File: config.mk
export PLATFORM = sky130hd
export DESIGN_NAME = float_to_unsig_int_flat
export DESIGN_NICKNAME = d
export VERILOG_FILES = /design/src/rtl/float_to_unsig_int_if.sv /design/src/rtl/float_to_unsig_int.sv /design/src/flat_wrapper.sv
export SDC_FILE = /design/constraint.sdc
export NUM_CORES = 1
export LEC_CHECK = 0
export BUFFER_PORTS_ARGS = -buffer_cell sky130_fd_sc_hd__buf_4
export CAP_MARGIN = 5
export CELL_PAD_IN_SITES_DETAIL_PLACEMENT = 1
export CELL_PAD_IN_SITES_GLOBAL_PLACEMENT = 2
export CORE_ASPECT_RATIO = 0.5
export CORE_MARGIN = 1
export CORE_UTILIZATION = 34
export DETAILED_ROUTE_END_ITERATION = 12
export MAX_ROUTING_LAYER = met4
export PLACE_DENSITY = 0.84
export SETUP_SLACK_MARGIN = 0.4
export SLEW_MARGIN = 40
export SYNTH_ARGS = -nofsm -noshare
export SYNTH_HDL_FRONTEND = slang
export SYNTH_SLANG_ARGS = --single-unit
File: constraint.sdc
create_clock -name clk -period 3.2 [get_ports clk]
set_clock_uncertainty 0.2 [all_clocks]
set_input_delay 0.48 -clock clk [delete_from_list [all_inputs] [get_ports clk]]
set_output_delay 0.48 -clock clk [all_outputs]
set_load 0.05 [all_outputs]
File: src/rtl/float_to_unsig_int_if.sv
// -----------------------------------------------------------------------------
// float_to_unsig_int_if
//
// Purpose : Bundles the operand and result handshakes of float_to_unsig_int.
//           The converter connects through the slave modport. The producer of
//           operands and consumer of results connects through the master
//           modport.
//
// Signals : input_a[31:0]      float32 operand (master -> slave)
//           input_a_stb        operand valid   (master -> slave)
//           input_a_ack        converter ready (slave -> master)
//           output_z[31:0]     unsigned result (slave -> master)
//           output_z_stb       result valid    (slave -> master)
//           output_z_ack       result consumed (master -> slave)
//           output_flags[4:0]  {NV,DZ,OF,UF,NX}, only when FTOU_FFLAGS_EN
//
// Config  : FTOU_FFLAGS_EN adds output_flags.
// -----------------------------------------------------------------------------
interface float_to_unsig_int_if;
    logic [31:0] input_a;
    logic        input_a_stb;
    logic        input_a_ack;
    logic [31:0] output_z;
    logic        output_z_stb;
    logic        output_z_ack;
`ifdef FTOU_FFLAGS_EN
    logic [4:0]  output_flags;

    modport master (
        output input_a,
        output input_a_stb,
        input  input_a_ack,
        input  output_z,
        input  output_z_stb,
        output output_z_ack,
        input  output_flags
    );

    modport slave (
        input  input_a,
        input  input_a_stb,
        output input_a_ack,
        output output_z,
        output output_z_stb,
        input  output_z_ack,
        output output_flags
    );
`else
    modport master (
        output input_a,
        output input_a_stb,
        input  input_a_ack,
        input  output_z,
        input  output_z_stb,
        output output_z_ack
    );

    modport slave (
        input  input_a,
        input  input_a_stb,
        output input_a_ack,
        output output_z,
        output output_z_stb,
        input  output_z_ack
    );
`endif
endinterface

File: src/rtl/float_to_unsig_int.sv
// -----------------------------------------------------------------------------
// float_to_unsig_int
//
// Purpose : Multi-cycle IEEE-754 single-precision to unsigned 32-bit integer
//           converter with round-toward-zero (FCVT.WU.S). One conversion is
//           in flight at a time. All outputs are registered.
//
// Ports   : clk  - clock, everything on the rising edge
//           rst  - synchronous active-high reset
//           bus  - float_to_unsig_int_if.slave:
//                  input_a / input_a_stb / input_a_ack    operand handshake
//                  output_z / output_z_stb / output_z_ack result handshake
//                  output_flags {NV,DZ,OF,UF,NX}          (FTOU_FFLAGS_EN)
//
// Config  : FTOU_FFLAGS_EN - when defined, exception flags and the sticky
//           bit are built and driven on output_flags. When undefined, that
//           logic is absent. The result value and timing are the same in
//           both builds.
//
// Flow    : GET_A -> UNPACK -> SPECIAL -> (SHIFT ...) -> PUT_Z -> GET_A
//           Special operands produce a result directly from SPECIAL. Normal
//           in-range operands are right-shifted one bit per cycle until the
//           unbiased exponent reaches 31.
// -----------------------------------------------------------------------------
module float_to_unsig_int (
    input  logic                       clk,
    input  logic                       rst,
    float_to_unsig_int_if.slave        bus
);

    localparam logic [2:0] GET_A   = 3'd0;
    localparam logic [2:0] UNPACK  = 3'd1;
    localparam logic [2:0] SPECIAL = 3'd2;
    localparam logic [2:0] SHIFT   = 3'd3;
    localparam logic [2:0] PUT_Z   = 3'd4;

    logic [2:0]  state_q, state_d;
    logic [31:0] a_q,     a_d;
    logic        s_q,     s_d;
    logic [7:0]  exp_q,   exp_d;
    logic [22:0] frac_q,  frac_d;
    logic [31:0] m_q,     m_d;
    logic [4:0]  e_q,     e_d;
    logic [31:0] z_q,     z_d;
    logic        stb_q,   stb_d;
    logic        ack_q,   ack_d;
`ifdef FTOU_FFLAGS_EN
    logic        nv_q,     nv_d;
    logic        nx_q,     nx_d;
    logic        sticky_q, sticky_d;
`endif

    // -------------------------------------------------------------------------
    // Next-state logic
    // -------------------------------------------------------------------------
    always_comb begin
        state_d = state_q;
        a_d     = a_q;
        s_d     = s_q;
        exp_d   = exp_q;
        frac_d  = frac_q;
        m_d     = m_q;
        e_d     = e_q;
        z_d     = z_q;
        stb_d   = stb_q;
        ack_d   = ack_q;
`ifdef FTOU_FFLAGS_EN
        nv_d     = nv_q;
        nx_d     = nx_q;
        sticky_d = sticky_q;
`endif

        case (state_q)
            GET_A: begin
                if (bus.input_a_stb && ack_q) begin
                    a_d     = bus.input_a;
                    ack_d   = 1'b0;
                    state_d = UNPACK;
`ifdef FTOU_FFLAGS_EN
                    // Flags from the previous result are dropped here.
                    nv_d     = 1'b0;
                    nx_d     = 1'b0;
                    sticky_d = 1'b0;
`endif
                end else begin
                    // Raising ack here gives the one-cycle gap after reset.
                    ack_d = 1'b1;
                end
            end

            UNPACK: begin
                s_d     = a_q[31];
                exp_d   = a_q[30:23];
                frac_d  = a_q[22:0];
                state_d = SPECIAL;
            end

            SPECIAL: begin
                // Priority order matters: first matching class wins.
                if (exp_q == 8'd255 && frac_q != 23'd0) begin
                    // NaN saturates high.
                    z_d     = 32'hFFFF_FFFF;
                    stb_d   = 1'b1;
                    state_d = PUT_Z;
`ifdef FTOU_FFLAGS_EN
                    nv_d = 1'b1;
`endif
                end else if (exp_q == 8'd255) begin
                    // Infinity: +inf saturates high, -inf clamps to zero.
                    z_d     = s_q ? 32'h0000_0000 : 32'hFFFF_FFFF;
                    stb_d   = 1'b1;
                    state_d = PUT_Z;
`ifdef FTOU_FFLAGS_EN
                    nv_d = 1'b1;
`endif
                end else if (exp_q == 8'd0) begin
                    // Signed zero is exact. A denormal of either sign truncates to 0.
                    z_d     = 32'h0000_0000;
                    stb_d   = 1'b1;
                    state_d = PUT_Z;
`ifdef FTOU_FFLAGS_EN
                    nx_d = (frac_q != 23'd0);
`endif
                end else if (s_q && exp_q >= 8'd127) begin
                    // Value <= -1.0 cannot be represented as unsigned.
                    z_d     = 32'h0000_0000;
                    stb_d   = 1'b1;
                    state_d = PUT_Z;
`ifdef FTOU_FFLAGS_EN
                    nv_d = 1'b1;
`endif
                end else if (exp_q < 8'd127) begin
                    // 0 < |x| < 1 truncates to 0. This covers -1 < x < 0 too.
                    z_d     = 32'h0000_0000;
                    stb_d   = 1'b1;
                    state_d = PUT_Z;
`ifdef FTOU_FFLAGS_EN
                    nx_d = 1'b1;
`endif
                end else if (!s_q && exp_q > 8'd158) begin
                    // x >= 2^32 overflows.
                    z_d     = 32'hFFFF_FFFF;
                    stb_d   = 1'b1;
                    state_d = PUT_Z;
`ifdef FTOU_FFLAGS_EN
                    nv_d = 1'b1;
`endif
                end else begin
                    // Mantissa is MSB-aligned so that e==31 means "done".
                    m_d = {1'b1, frac_q, 8'h00};
                    // exp is in 127..158 here. Because -127 is congruent to
                    // +1 modulo 32, exp-127 equals exp[4:0]+1 in 5 bits.
                    e_d     = exp_q[4:0] + 5'd1;
                    state_d = SHIFT;
`ifdef FTOU_FFLAGS_EN
                    sticky_d = 1'b0;
`endif
                end
            end

            SHIFT: begin
                if (e_q == 5'd31) begin
                    z_d     = m_q;
                    stb_d   = 1'b1;
                    state_d = PUT_Z;
`ifdef FTOU_FFLAGS_EN
                    nx_d = sticky_q;
`endif
                end else begin
                    m_d = {1'b0, m_q[31:1]};
                    e_d = e_q + 5'd1;
`ifdef FTOU_FFLAGS_EN
                    // Any 1 shifted out means the truncation was inexact.
                    sticky_d = sticky_q | m_q[0];
`endif
                end
            end

            PUT_Z: begin
                if (bus.output_z_ack) begin
                    stb_d   = 1'b0;
                    ack_d   = 1'b1;
                    state_d = GET_A;
                end
            end

            default: begin
                stb_d   = 1'b0;
                ack_d   = 1'b0;
                state_d = GET_A;
            end
        endcase
    end

    // -------------------------------------------------------------------------
    // State registers
    // -------------------------------------------------------------------------
    always_ff @(posedge clk) begin
        if (rst) begin
            state_q <= GET_A;
            a_q     <= 32'd0;
            s_q     <= 1'b0;
            exp_q   <= 8'd0;
            frac_q  <= 23'd0;
            m_q     <= 32'd0;
            e_q     <= 5'd0;
            z_q     <= 32'd0;
            stb_q   <= 1'b0;
            ack_q   <= 1'b0;
        end else begin
            state_q <= state_d;
            a_q     <= a_d;
            s_q     <= s_d;
            exp_q   <= exp_d;
            frac_q  <= frac_d;
            m_q     <= m_d;
            e_q     <= e_d;
            z_q     <= z_d;
            stb_q   <= stb_d;
            ack_q   <= ack_d;
        end
    end

`ifdef FTOU_FFLAGS_EN
    always_ff @(posedge clk) begin
        if (rst) begin
            nv_q     <= 1'b0;
            nx_q     <= 1'b0;
            sticky_q <= 1'b0;
        end else begin
            nv_q     <= nv_d;
            nx_q     <= nx_d;
            sticky_q <= sticky_d;
        end
    end

    // DZ, OF and UF never occur in this conversion.
    assign bus.output_flags = {nv_q, 1'b0, 1'b0, 1'b0, nx_q};
`endif

    assign bus.input_a_ack  = ack_q;
    assign bus.output_z     = z_q;
    assign bus.output_z_stb = stb_q;

endmodule

File: src/flat_wrapper.sv
// flat-port wrapper written by rule: the top's interface ports become plain ports
module float_to_unsig_int_flat 
  (clk, rst, bus_input_a, bus_input_a_stb, bus_input_a_ack, bus_output_z, bus_output_z_stb, bus_output_z_ack);
  float_to_unsig_int_if bus_i ();
  input  logic clk;
  input  logic rst;
  input wire logic [$bits(bus_i.input_a)-1:0] bus_input_a;
  input wire logic [$bits(bus_i.input_a_stb)-1:0] bus_input_a_stb;
  output wire logic [$bits(bus_i.input_a_ack)-1:0] bus_input_a_ack;
  output wire logic [$bits(bus_i.output_z)-1:0] bus_output_z;
  output wire logic [$bits(bus_i.output_z_stb)-1:0] bus_output_z_stb;
  input wire logic [$bits(bus_i.output_z_ack)-1:0] bus_output_z_ack;
  assign bus_i.input_a = bus_input_a;
  assign bus_i.input_a_stb = bus_input_a_stb;
  assign bus_input_a_ack = bus_i.input_a_ack;
  assign bus_output_z = bus_i.output_z;
  assign bus_output_z_stb = bus_i.output_z_stb;
  assign bus_i.output_z_ack = bus_output_z_ack;
  float_to_unsig_int u_core (.clk(clk), .rst(rst), .bus(bus_i));
endmodule
==> results of run 1 <==
## layer usage
metal | vias to the layer above | part of all wire (%) | routed length [microns] | GRT usage, %
met5 | - | 0 | 0 | -
met4 | 0 | 0.74 | 124 | 6.96
met3 | 8 | 3.7 | 622 | 3.02
met2 | 100 | 44 | 7340 | 30.1
met1 | 2451 | 52 | 8660 | 29.7
li1 | 2523 | - | - | -
## registers in the layout, summed over array words and instances, names as in the netlist, 3 cells and up
register,count
u_core.a_q,32
u_core.bus.output_z,32
u_core.e_q,5
u_core.exp_q,8
u_core.frac_q,23
u_core.m_q,32
u_core.state_q,3
## stage by stage
| stage | power [W] | cell area [sq um] | setup WS, ns | instances | hold slack, ns |
|---|---|---|---|---|---|
| floorplan | 0.00203 | 5720 | 0.867 | 684 | 0.232 |
| global placement | 0.00213 | 6400 | 0.634 | 934 | 0.242 |
| detailed placement | 0.00214 | 6400 | 0.527 | 934 | 0.248 |
| CTS | 0.00426 | 7040 | 0.453 | 966 | 0.102 |
| global route | 0.00436 | 7050 | 0.431 | 966 | 0.113 |
| finish | 0.00422 | 7050 | 0.529 | 966 | 0.115 |
## worst max path at each step
stage / start / endpoint / slack [ns]
final: u_core.state_q[2] / u_core.bus.output_z[25] / 0.53
after CTS: u_core.exp_q[2] / u_core.bus.output_z[25] / 0.45
after global placement: u_core.exp_q[3] / u_core.bus.output_z[25] / 0.63
after detailed placement: u_core.exp_q[2] / u_core.bus.output_z[25] / 0.53
after floorplan: u_core.state_q[2] / u_core.e_q[4] / 0.87
after global routing: u_core.state_q[2] / u_core.bus.output_z[25] / 0.43
## worst max-delay path, stage by stage, from the launching register on
cell and delay (ns):
dfxtp_1 0.41, or4b_1 0.55, a21o_1 0.20, a211o_2 0.38, and2_1 0.17, buf_4 0.29, a311oi_2 0.35
## layout by cell type, fill, tap and decap left out, types with 2 or more instances in the layout
| cell type | count |
|---|---|
| nand2_1 | 194 |
| dfxtp_1 | 136 |
| a21oi_1 | 111 |
| buf_4 | 89 |
| a311oi_2 | 31 |
| nor3_1 | 30 |
| a311oi_1 | 24 |
| clkbuf_16 | 17 |
| nand3_1 | 16 |
| a21o_1 | 10 |
| nor2_1 | 7 |
| nor4_1 | 7 |
| inv_1 | 6 |
| nand4_1 | 4 |
| a31oi_1 | 4 |
| bufinv_16 | 4 |
| o21ai_0 | 3 |
| o211ai_1 | 3 |
| inv_6 | 3 |
| or3_1 | 2 |
| and3_1 | 2 |
| nand2b_1 | 2 |
| a2111oi_0 | 2 |
| clkinv_2 | 2 |
| clkinv_4 | 2 |
| clkinvlp_4 | 2 |
| dfxtp_2 | 2 |
## report_power, final
| group | internal, W | switching, W | leakage [nW] |
|---|---|---|---|
| registers | 0.00176 | 0.0000324 | 1.12 |
| logic | 0.000106 | 0.000193 | 0.899 |
| clock network | 0.00133 | 0.000789 | 0.304 |
## timing repair
action | in CTS | in global routing
endpoints found under the setup margin | 1 | 11
gates resized for setup | 1 | 3
pin swaps | 0 | 0
## cells by family (layout without fill, tap and decap cells)
logic type,count (synthesis),in the layout
flip-flops,138,138
AND/OR/NAND/NOR,271,271
adder cells (fa/ha/maj),1,1
buffers and inverters,72,127
XOR/XNOR,1,1
AO/OA/AOI/OAI,201,201
## cell type report
class                           instances  area [sq um]  area share, %
Inverter                                6          22.5          0.320
Clock inverter                         13           189           2.68
Tap cell                              227           284           4.03
Timing Repair Buffer                   89           668           9.48
Clock buffer                           19           443           6.29
Sequential cell                       138          2770           39.2
Multi-Input combinational cell        474          2670           38.0
==> flow_summary.yaml, run 1 <==
run_status:
  outcome: "finished, violations left"
  violations: "design-rule violations"
timing:
  fin_crit_ns: 2.67
  tns_ns: 0
  hold_viol: 0
  rsz0062_at_grt: "no"
  fmaxAchievable_mhz: 374
  setup_viol: 0
  tightest_slew_ns: 0.695
  fin_crit_sh_pct: 83.5
  slew_headroom_pct: 53.4
  slew_violations: 0
placed_design:
  io_buffers: 69
  gp_congestion: 0.787
  hpwl_mm: 10.8
routing:
  drt_wl_total_mm: 16.8
  route.detailed.drc: 2
  viasPerCell: 5.26
  vias: 5082
  firstDrtPassIters: 8
  wl_per_cell_microns: 17.3
  detail-route-antenna-nets: 0
  drt_iter0_markers: 378
yosys:
  synth_edf_count: 0
  syn_nets: 721
  yosys_register_bits: 138
  syn_area_per_cell_sq_um: 8.37
  netlist_instances: 684
  synth_fa_ha_area_share_pct: 0.219
  ys_async_sr_fraction_pct: 0
  synth_xor_area_share_pct: 0.153
  synth_top_cell_area_share_pct: 48.3
  ys_seq_area_share_pct: 48.3
  synth_top_cells_by_count: "nand2_1 (194), dfxtp_1 (138), a21oi_1 (111), clkbuf_1 (51)"
  synth.area.top_cells: "dfxtp_1 (48%), nand2_1 (13%), a21oi_1 (9.7%), a311oi_2 (7.9%), a311oi_1 (3.8%)"
  synth_top_family_by_area: "compound AO/OA/AOI/OAI gates"
  synth_top_area_cell: "dfxtp_1"
  synth_warnings: 0
  yosysUniqueCellTypes: 43
  synth_ff_type: "dfxtp_1"
  synth_most_common_cell: "nand2_1"
  synthSimpleGateAreaFrac_pct: 20.0
  synth_compound_area_share_pct: 26.0
  synth.area.mux_share_pct: 0
  synth_area_sq_um: 5720
floorplan:
  coreArea_sq_um: 16400
  die_width_microns: 185
  fp.dieH_microns: 93.7
  start_util_pct: 34.8
  die_area_sq_um: 17400
  rows: 33
  pin_count: 70
clock_network:
  clockRootBuffer: "clkbuf_16"
  clkTransAtPathRegs_ns: 0.06
  h-tree-depth: 4
  clock-sinks: 138
  cts_buffers: 17
  cts_hold_buf: 0
  cts_tree: "built"
  clk_latency_ns: 0.42
  post_cts_buffers: 0
  clock_path_buffers: 2
critical_path:
  path_class: "reg2reg"
  reg2reg_to: "u_core.bus.output_z[25]"
  crit_fanout: 32
  endpoint_kind: "flip-flop"
  cp-start-kind: "flip-flop"
  rrSetupSlack_ns: 0.53
  r2r_start: "u_core.state_q[2]"
  worstPathArrival_ns: 2.79
  worstPathRequired_ns: 3.32
  r2r.worst_path.cells: 6
min_path:
  hold_class: "in2reg"
  min_from: "bus_input_a[18]"
  worstHoldPathCells: 3
  min_to: "u_core.a_q[18]"
global_route:
  track_usage_pct: 20.8
  antenna_found_initial: 0
  grt_start_max_net_pins: 65
  grt_pass1_vias: 4995
  overflow: 0
  grt_pass1_wl_mm: 27.1
power:
  leakage_nw: 2.32
  ir_drop_mv: 0.343
  power_density_nw_per_um2: 599
finish:
  area_growth_pct: 23.1
  nFillCells: 1990
  finalNetCount: 763
  diodes: 0
  layout-drive-gt1-share_pct: 21.4
  postLayoutCoreUtil_pct: 42.9
flow_run:
  maxCapViolCount: 0
Power figures use the tool's default switching activity.
==> inputs of run 2 (changes only) <==
Settings changed: ABC_AREA set to 1, CORE_UTILIZATION 34 to 33, PLACE_DENSITY 0.84 to 0.86.
Clock period 3.2 ns to 2.7 ns, I/O delays scaled along.
==> run 2 against run 1 <==
The flow still finishes with violations (design-rule violations). Register-to-register slack better by 0.06 ns. Setup slack better by 0.062 ns. Non-clock buffer count is 10 lower. Worst hold slack worse by 0.045 ns. Sequential share of layout area is 0.52 points lower. Global-route usage is 2.2 points lower. Combinational power grew to 9.4 times the previous value. Critical endpoint is now u_core.m_q[18]. Highest routed layer unchanged.
==> flow_summary.yaml, run 2 <==
run_status:
  outcome: "finished, violations left"
  violations: "design-rule violations"
floorplan:
  coreArea_sq_um: 17600
  start_util_pct: 34.2
  die_area_sq_um: 18800
  rows: 34
  fp.dieH_microns: 97.5
  die_width_microns: 193
  pin_count: 70
min_path:
  min_from: "bus_input_a[29]"
  hold_class: "in2reg"
  worstHoldPathCells: 3
  min_to: "u_core.a_q[29]"
timing:
  slew_violations: 0
  tightest_slew_ns: 0.697
  fmaxAchievable_mhz: 474
  slew_headroom_pct: 53.5
  fin_crit_sh_pct: 78.1
  fin_crit_ns: 2.11
  tns_ns: 0
  rsz0062_at_grt: "no"
  hold_viol: 0
  setup_viol: 0
power:
  p_clk_share_pct: 27.7
  swShare_pct: 40.1
  p_switching_w: 0.00318
  leakage_nw: 3.44
  intPower_w: 0.00473
  power_density_nw_per_um2: 1110
  ir_drop_mv: 0.500
  combinationalPowerShare_pct: 35.7
  power_frac_seq_pct: 36.6
critical_path:
  worstPathRequired_ns: 2.84
  cp_common_cell: "nor2_1"
  r2r_start: "u_core.exp_q[2]"
  cpMaxStageDelayCell: "inv_2"
  worst-path-buf-inv: 1
  r2r.worst_path.cells: 8
  crit_fanout: 36
  cp_cell_sequence: "nand3_1 > o21ai_1 > nand2_1 > nand3_4 > nand2_4 > inv_2 > nor2_1 > nor2_1"
  reg2reg_to: "u_core.m_q[18]"
  endpoint_kind: "flip-flop"
  cp-start-kind: "flip-flop"
  path_class: "reg2reg"
  rrSetupSlack_ns: 0.59
  slowest_delay_ns: 0.54
  worstPathArrival_ns: 2.25
  crit_family: "simple AND/OR/NAND/NOR gates"
clock_network:
  cts_tree: "built"
  post_cts_buffers: 0
  clock_path_buffers: 2
  clkTransAtPathRegs_ns: 0.06
  clock-sinks: 138
  cts_buffers: 17
  clk_latency_ns: 0.41
  h-tree-depth: 4
  clockRootBuffer: "clkbuf_16"
routing:
  detail-route-antenna-nets: 0
  vias: 5199
  viasPerCell: 4.51
  drt_iter0_markers: 277
  wl_per_cell_microns: 13.8
  firstDrtPassIters: 10
  drt_wl_total_mm: 15.9
  route.detailed.drc: 4
yosys:
  synth_xor_area_share_pct: 0.146
  synth_fa_ha_area_share_pct: 0.208
  synth_edf_count: 0
  synth.area.mux_share_pct: 0
  synthSimpleGateAreaFrac_pct: 23.6
  ys_async_sr_fraction_pct: 0
  synth_compound_area_share_pct: 16.7
  ys_seq_area_share_pct: 45.9
  synth_top_cell_area_share_pct: 45.9
  syn_nets: 895
  synth.area.top_cells: "dfxtp_1 (46%), nand2_1 (10%), nor2_1 (9.5%), o21ai_0 (8.2%), inv_1 (7.2%)"
  netlist_instances: 858
  synth_most_common_cell: "nand2_1"
  synth_top_area_cell: "dfxtp_1"
  synth_top_cells_by_count: "nand2_1 (166), nor2_1 (152), dfxtp_1 (138), inv_1 (116), o21ai_0 (98)"
  syn_area_per_cell_sq_um: 7.01
  synth_ff_type: "dfxtp_1"
  yosysUniqueCellTypes: 28
  yosys_register_bits: 138
  synth_warnings: 0
  synth_area_sq_um: 6010
  synth_top_family_by_area: "simple AND/OR/NAND/NOR gates"
finish:
  final_common_cell: "nand2_1"
  nFillCells: 2258
  finalNetCount: 943
  layout_common_cells: "nand2_1 (166), nor2_1 (152), dfxtp_1 (138)"
  layout-drive-gt1-share_pct: 14.6
  area_growth_pct: 18.6
  final_cell_area_sq_um: 7130
  diodes: 0
flow_run:
  maxCapViolCount: 0
global_route:
  grt_pass1_vias: 5213
  grt_pass1_wl_mm: 26.9
  overflow: 0
  track_usage_pct: 18.6
  antenna_found_initial: 0
  grt_start_max_net_pins: 97
placed_design:
  hpwl_mm: 10.8
  io_buffers: 69
  dpl_cell_area_sq_um: 6560
  gp_congestion: 0.789
run 2: cell count changes after synthesis, sizes merged, moves of 3 or more:
cell / previous run / this run
buf: 15 / 24
nor3: 31 / 1
o211ai: 3 / 0
nor4: 7 / 0
clkbuf: 51 / 26
nor2: 8 / 163
a21oi: 111 / 67
a311oi: 55 / 0
o21ai: 4 / 129
nand2: 194 / 170
inv: 6 / 120
a31oi: 4 / 1
nand3: 16 / 10
a21o: 10 / 0
run 2: final cells by class:
| type | count | area, sq um | share of cell area, % |
|---|---|---|---|
| Clock buffer | 17 | 425 | 5.96 |
| Multi-Input combinational cell | 550 | 2450 | 34.4 |
| Sequential cell | 138 | 2760 | 38.7 |
| Clock inverter | 14 | 124 | 1.74 |
| Tap cell | 234 | 293 | 4.10 |
| Timing Repair Buffer | 79 | 621 | 8.70 |
| Inverter | 120 | 454 | 6.37 |
run 2: per-layer routing:
layer | share of wire (%) | vias up | track usage, %
li1 | - | 2749 | -
met1 | 57 | 2376 | 29.0
met2 | 38 | 65 | 23.6
met3 | 3.9 | 9 | 3.86
met4 | 0.66 | 0 | 4.51
met5 | 0 | - | -
run 2: power by group through the flow:
| stage | sequential (W) | clock [W] | combinational (W) |
|---|---|---|---|
| floorplan | 0.00332 | 0 | 0.00170 |
| global placement | 0.00291 | 0 | 0.00276 |
| detailed placement | 0.00294 | 0 | 0.00282 |
| CTS | 0.00290 | 0.00225 | 0.00285 |
| global route | 0.00298 | 0.00234 | 0.00319 |
| finish | 0.00290 | 0.00219 | 0.00282 |
run 2: cell families after synthesis:
kind of cell / Yosys count
and+or+nand+nor: 350
xor gates and xnor gates: 1
adders and majority gates: 1
AOI/OAI and AO/OA: 198
buffers and inverters: 170
DFF: 138
run 2: metrics by stage:
stage / setup slack, ns / power, W / instances / util [%] / hold slack, ns
final: 0.590 / 0.00791 / 1152 / 40.5 / 0.0702
after global routing: 0.434 / 0.00851 / 1152 / 40.5 / 0.0648
after CTS: 0.569 / 0.00800 / 1151 / 40.4 / 0.0593
after detailed placement: 0.580 / 0.00576 / 1119 / 37.2 / 0.237
after global placement: 0.676 / 0.00567 / 1119 / 37.2 / 0.232
after floorplan: 0.934 / 0.00502 / 858 / - / 0.220
run 2: how the worst max path moves through the flow:
stage	startpoint	to	slack, ns	cells after the start
final	u_core.exp_q[2]	u_core.m_q[18]	0.59	8
after detailed placement	u_core.exp_q[2]	u_core.m_q[18]	0.58	8
after floorplan	u_core.state_q[2]	u_core.e_q[4]	0.93	12
after global placement	u_core.state_q[2]	u_core.frac_q[15]	0.68	5
after global routing	u_core.state_q[2]	u_core.m_q[18]	0.43	8
after CTS	u_core.exp_q[2]	u_core.m_q[7]	0.57	8
run 2: worst reg2reg max path, cell delays in order (launching register included):
cell and delay (ns):
dfxtp_1 0.41, nand3_1 0.11, o21ai_1 0.12, nand2_1 0.09
nand3_4 0.15, nand2_4 0.14, inv_2 0.54, nor2_1 0.13
nor2_1 0.14
run 2: what timing repair did:
action	in CTS	in global routing
endpoints found under the setup margin	0	1
gates resized for setup	0	3
endpoints found under the hold margin	3	0
hold buffers	1	0
==> inputs of run 3 (changes only) <==
Settings changed: ABC_AREA 1 to 0, CORE_UTILIZATION 33 to 31, PLACE_DENSITY 0.86 to 0.81.
Clock period 2.7 ns to 1.7 ns, I/O delays scaled along.
==> run 3 against run 2 <==
The flow finishes with violations (negative setup slack). Total power is 2.1% higher. First-iteration DRC count down 2.9%. Via count rose by 13%. Global-route usage is 3.8 points higher. Count of clock-buffer cells in the layout did not move. Final area up 32%. Largest cell class is now multi-input combinational cells. Cell count fell by 4.8%. Utilization increased by 13 points.
==> flow_summary.yaml, run 3 (synthesized netlist as in run 1, its figures left out) <==
run_status:
  outcome: "finished, violations left"
  violations: "negative setup slack"
timing:
  fmaxAchievable_mhz: 437
  hold-worst-slack_ns: 0.0353
  hold_viol: 0
  fin_crit_sh_pct: 135
  tightest_slew_ns: 0.531
  slew_headroom_pct: 64.4
  slew_violations: 0
  rsz0062_at_grt: "yes"
  setup_viol: 105
  setup_ws_ns: -0.588
  fin_crit_ns: 2.29
clock_network:
  clk_latency_ns: 0.44
  h-tree-depth: 4
  clkTransAtPathRegs_ns: 0.07
  clock-sinks: 138
  cts_buffers: 17
  clockRootBuffer: "clkbuf_16"
  clock_path_buffers: 2
  cts_tree: "built"
min_path:
  hold_class: "in2reg"
power:
  intPower_w: 0.00572
  leakage_nw: 3.53
  p_total_w: 0.00807
  p_switching_w: 0.00235
  swShare_pct: 29.1
  combinationalPowerShare_pct: 12.9
  ir_drop_mv: 0.593
  power_density_nw_per_um2: 858
  power_frac_seq_pct: 42.1
  p_clk_share_pct: 45.0
floorplan:
  die_width_microns: 194
  fp.dieH_microns: 98.1
  rows: 34
  coreArea_sq_um: 17700
  die_area_sq_um: 19000
  start_util_pct: 32.3
  pin_count: 70
finish:
  postLayoutCoreUtil_pct: 53.2
  stdcell_count: 1097
  finalNetCount: 887
  layout_common_cells: "dfxtp_1 (130), nand2_1 (122), buf_4 (122)"
  layout-drive-gt1-share_pct: 48.2
  diodes: 0
  area_growth_pct: 64.4
  final_common_cell: "dfxtp_1"
critical_path:
  slowest_delay_ns: 0.52
  cp-start-kind: "flip-flop"
  worstPathArrival_ns: 2.41
  worstPathRequired_ns: 1.82
  endpoint_kind: "flip-flop"
  path_class: "reg2reg"
  cp_cell_sequence: "or4b_4 > a21o_1 > buf_6 > a211oi_4 > buf_6 > buf_16 > nor3_1 > a311oi_1"
  cpMaxStageDelayCell: "or4b_4"
  cp_common_cell: "buf_6"
  crit_fanout: 11
routing:
  drt_iter0_markers: 269
  viasPerCell: 5.35
  vias: 5873
  firstDrtPassIters: 4
  route.detailed.drc: 0
  wl_per_cell_microns: 20.8
  detail-route-antenna-nets: 0
  drt_wl_total_mm: 22.8
global_route:
  antenna_found_initial: 0
  grt_pass1_vias: 5842
  overflow: 0
  grt_pass1_wl_mm: 32.3
  track_usage_pct: 22.4
  grt_start_max_net_pins: 42
placed_design:
  gp_congestion: 0.799
  io_buffers: 69
  dp_cells: 999
  hpwl_mm: 11.9
flow_run:
  maxCapViolCount: 0
[run 3: area by class of cell]
cell class                 count  area [sq um]
clock buffer                  17           425
timing repair buffer         213          2260
multi-input combinational    474          3490
clock inverter                15           130
inverter                       6          30.0
sequential                   138          2770
tap                          234           293
fill                        1959          8290
[run 3: power by group through the flow]
stage / Combinational [W] / Sequential [W] / Clock, W
after floorplan: 0.000289 / 0.00354 / 0
after global placement: 0.000630 / 0.00344 / 0
after detailed placement: 0.000639 / 0.00344 / 0
after CTS: 0.000909 / 0.00338 / 0.00361
after global routing: 0.00110 / 0.00340 / 0.00379
final: 0.00105 / 0.00340 / 0.00363
[run 3: worst max-delay path: cells and delay by family (launching register included)]
family                 cells  cell delay (ns)
AOI/OAI and AO/OA          3             0.66
and+or+nand+nor            2             0.57
buffers and inverters      3             0.42
DFF                        1             0.32
[run 3: worst paths after layout]
path	slack, ns	to	depth (start not counted)	start
max	-0.59	u_core.m_q[25]	8	u_core.s_q
min	0.04	u_core.a_q[26]	2	rst
max reg2reg	-0.59	u_core.m_q[25]	8	u_core.s_q
min reg2reg	0.27	u_core.exp_q[3]	2	u_core.a_q[26]
[run 3: per-stage QoR]
step / cell area (sq um) / TNS, ns / setup slack [ns]
2_1_floorplan: 5820 / -32.92 / -0.531
3_3_place_gp: 7000 / -32.66 / -0.537
3_5_place_dp: 7000 / -36.53 / -0.580
4_1_cts: 8710 / -36.10 / -0.532
5_1_grt: 9410 / -44.78 / -0.644
6_report: 9410 / -39.03 / -0.588
[run 3: repair_timing]
item | 4_1_cts | 5_1_grt
gates cloned | 11 | 4
hold buffers | 32 | 0
setup buffers | 13 | 6
pin swaps | 28 | 42
setup endpoints to repair | 172 | 172
resized for setup | 135 | 140
hold endpoints to repair | 32 | 0
[run 3: metal layers]
| layer | track usage, % | part of all wire (%) |
|---|---|---|
| met1 | 29.6 | 47 |
| met2 | 35.3 | 48 |
| met5 | - | 0 |
| met4 | 5.13 | 1.5 |
| met3 | 4.35 | 3.5 |
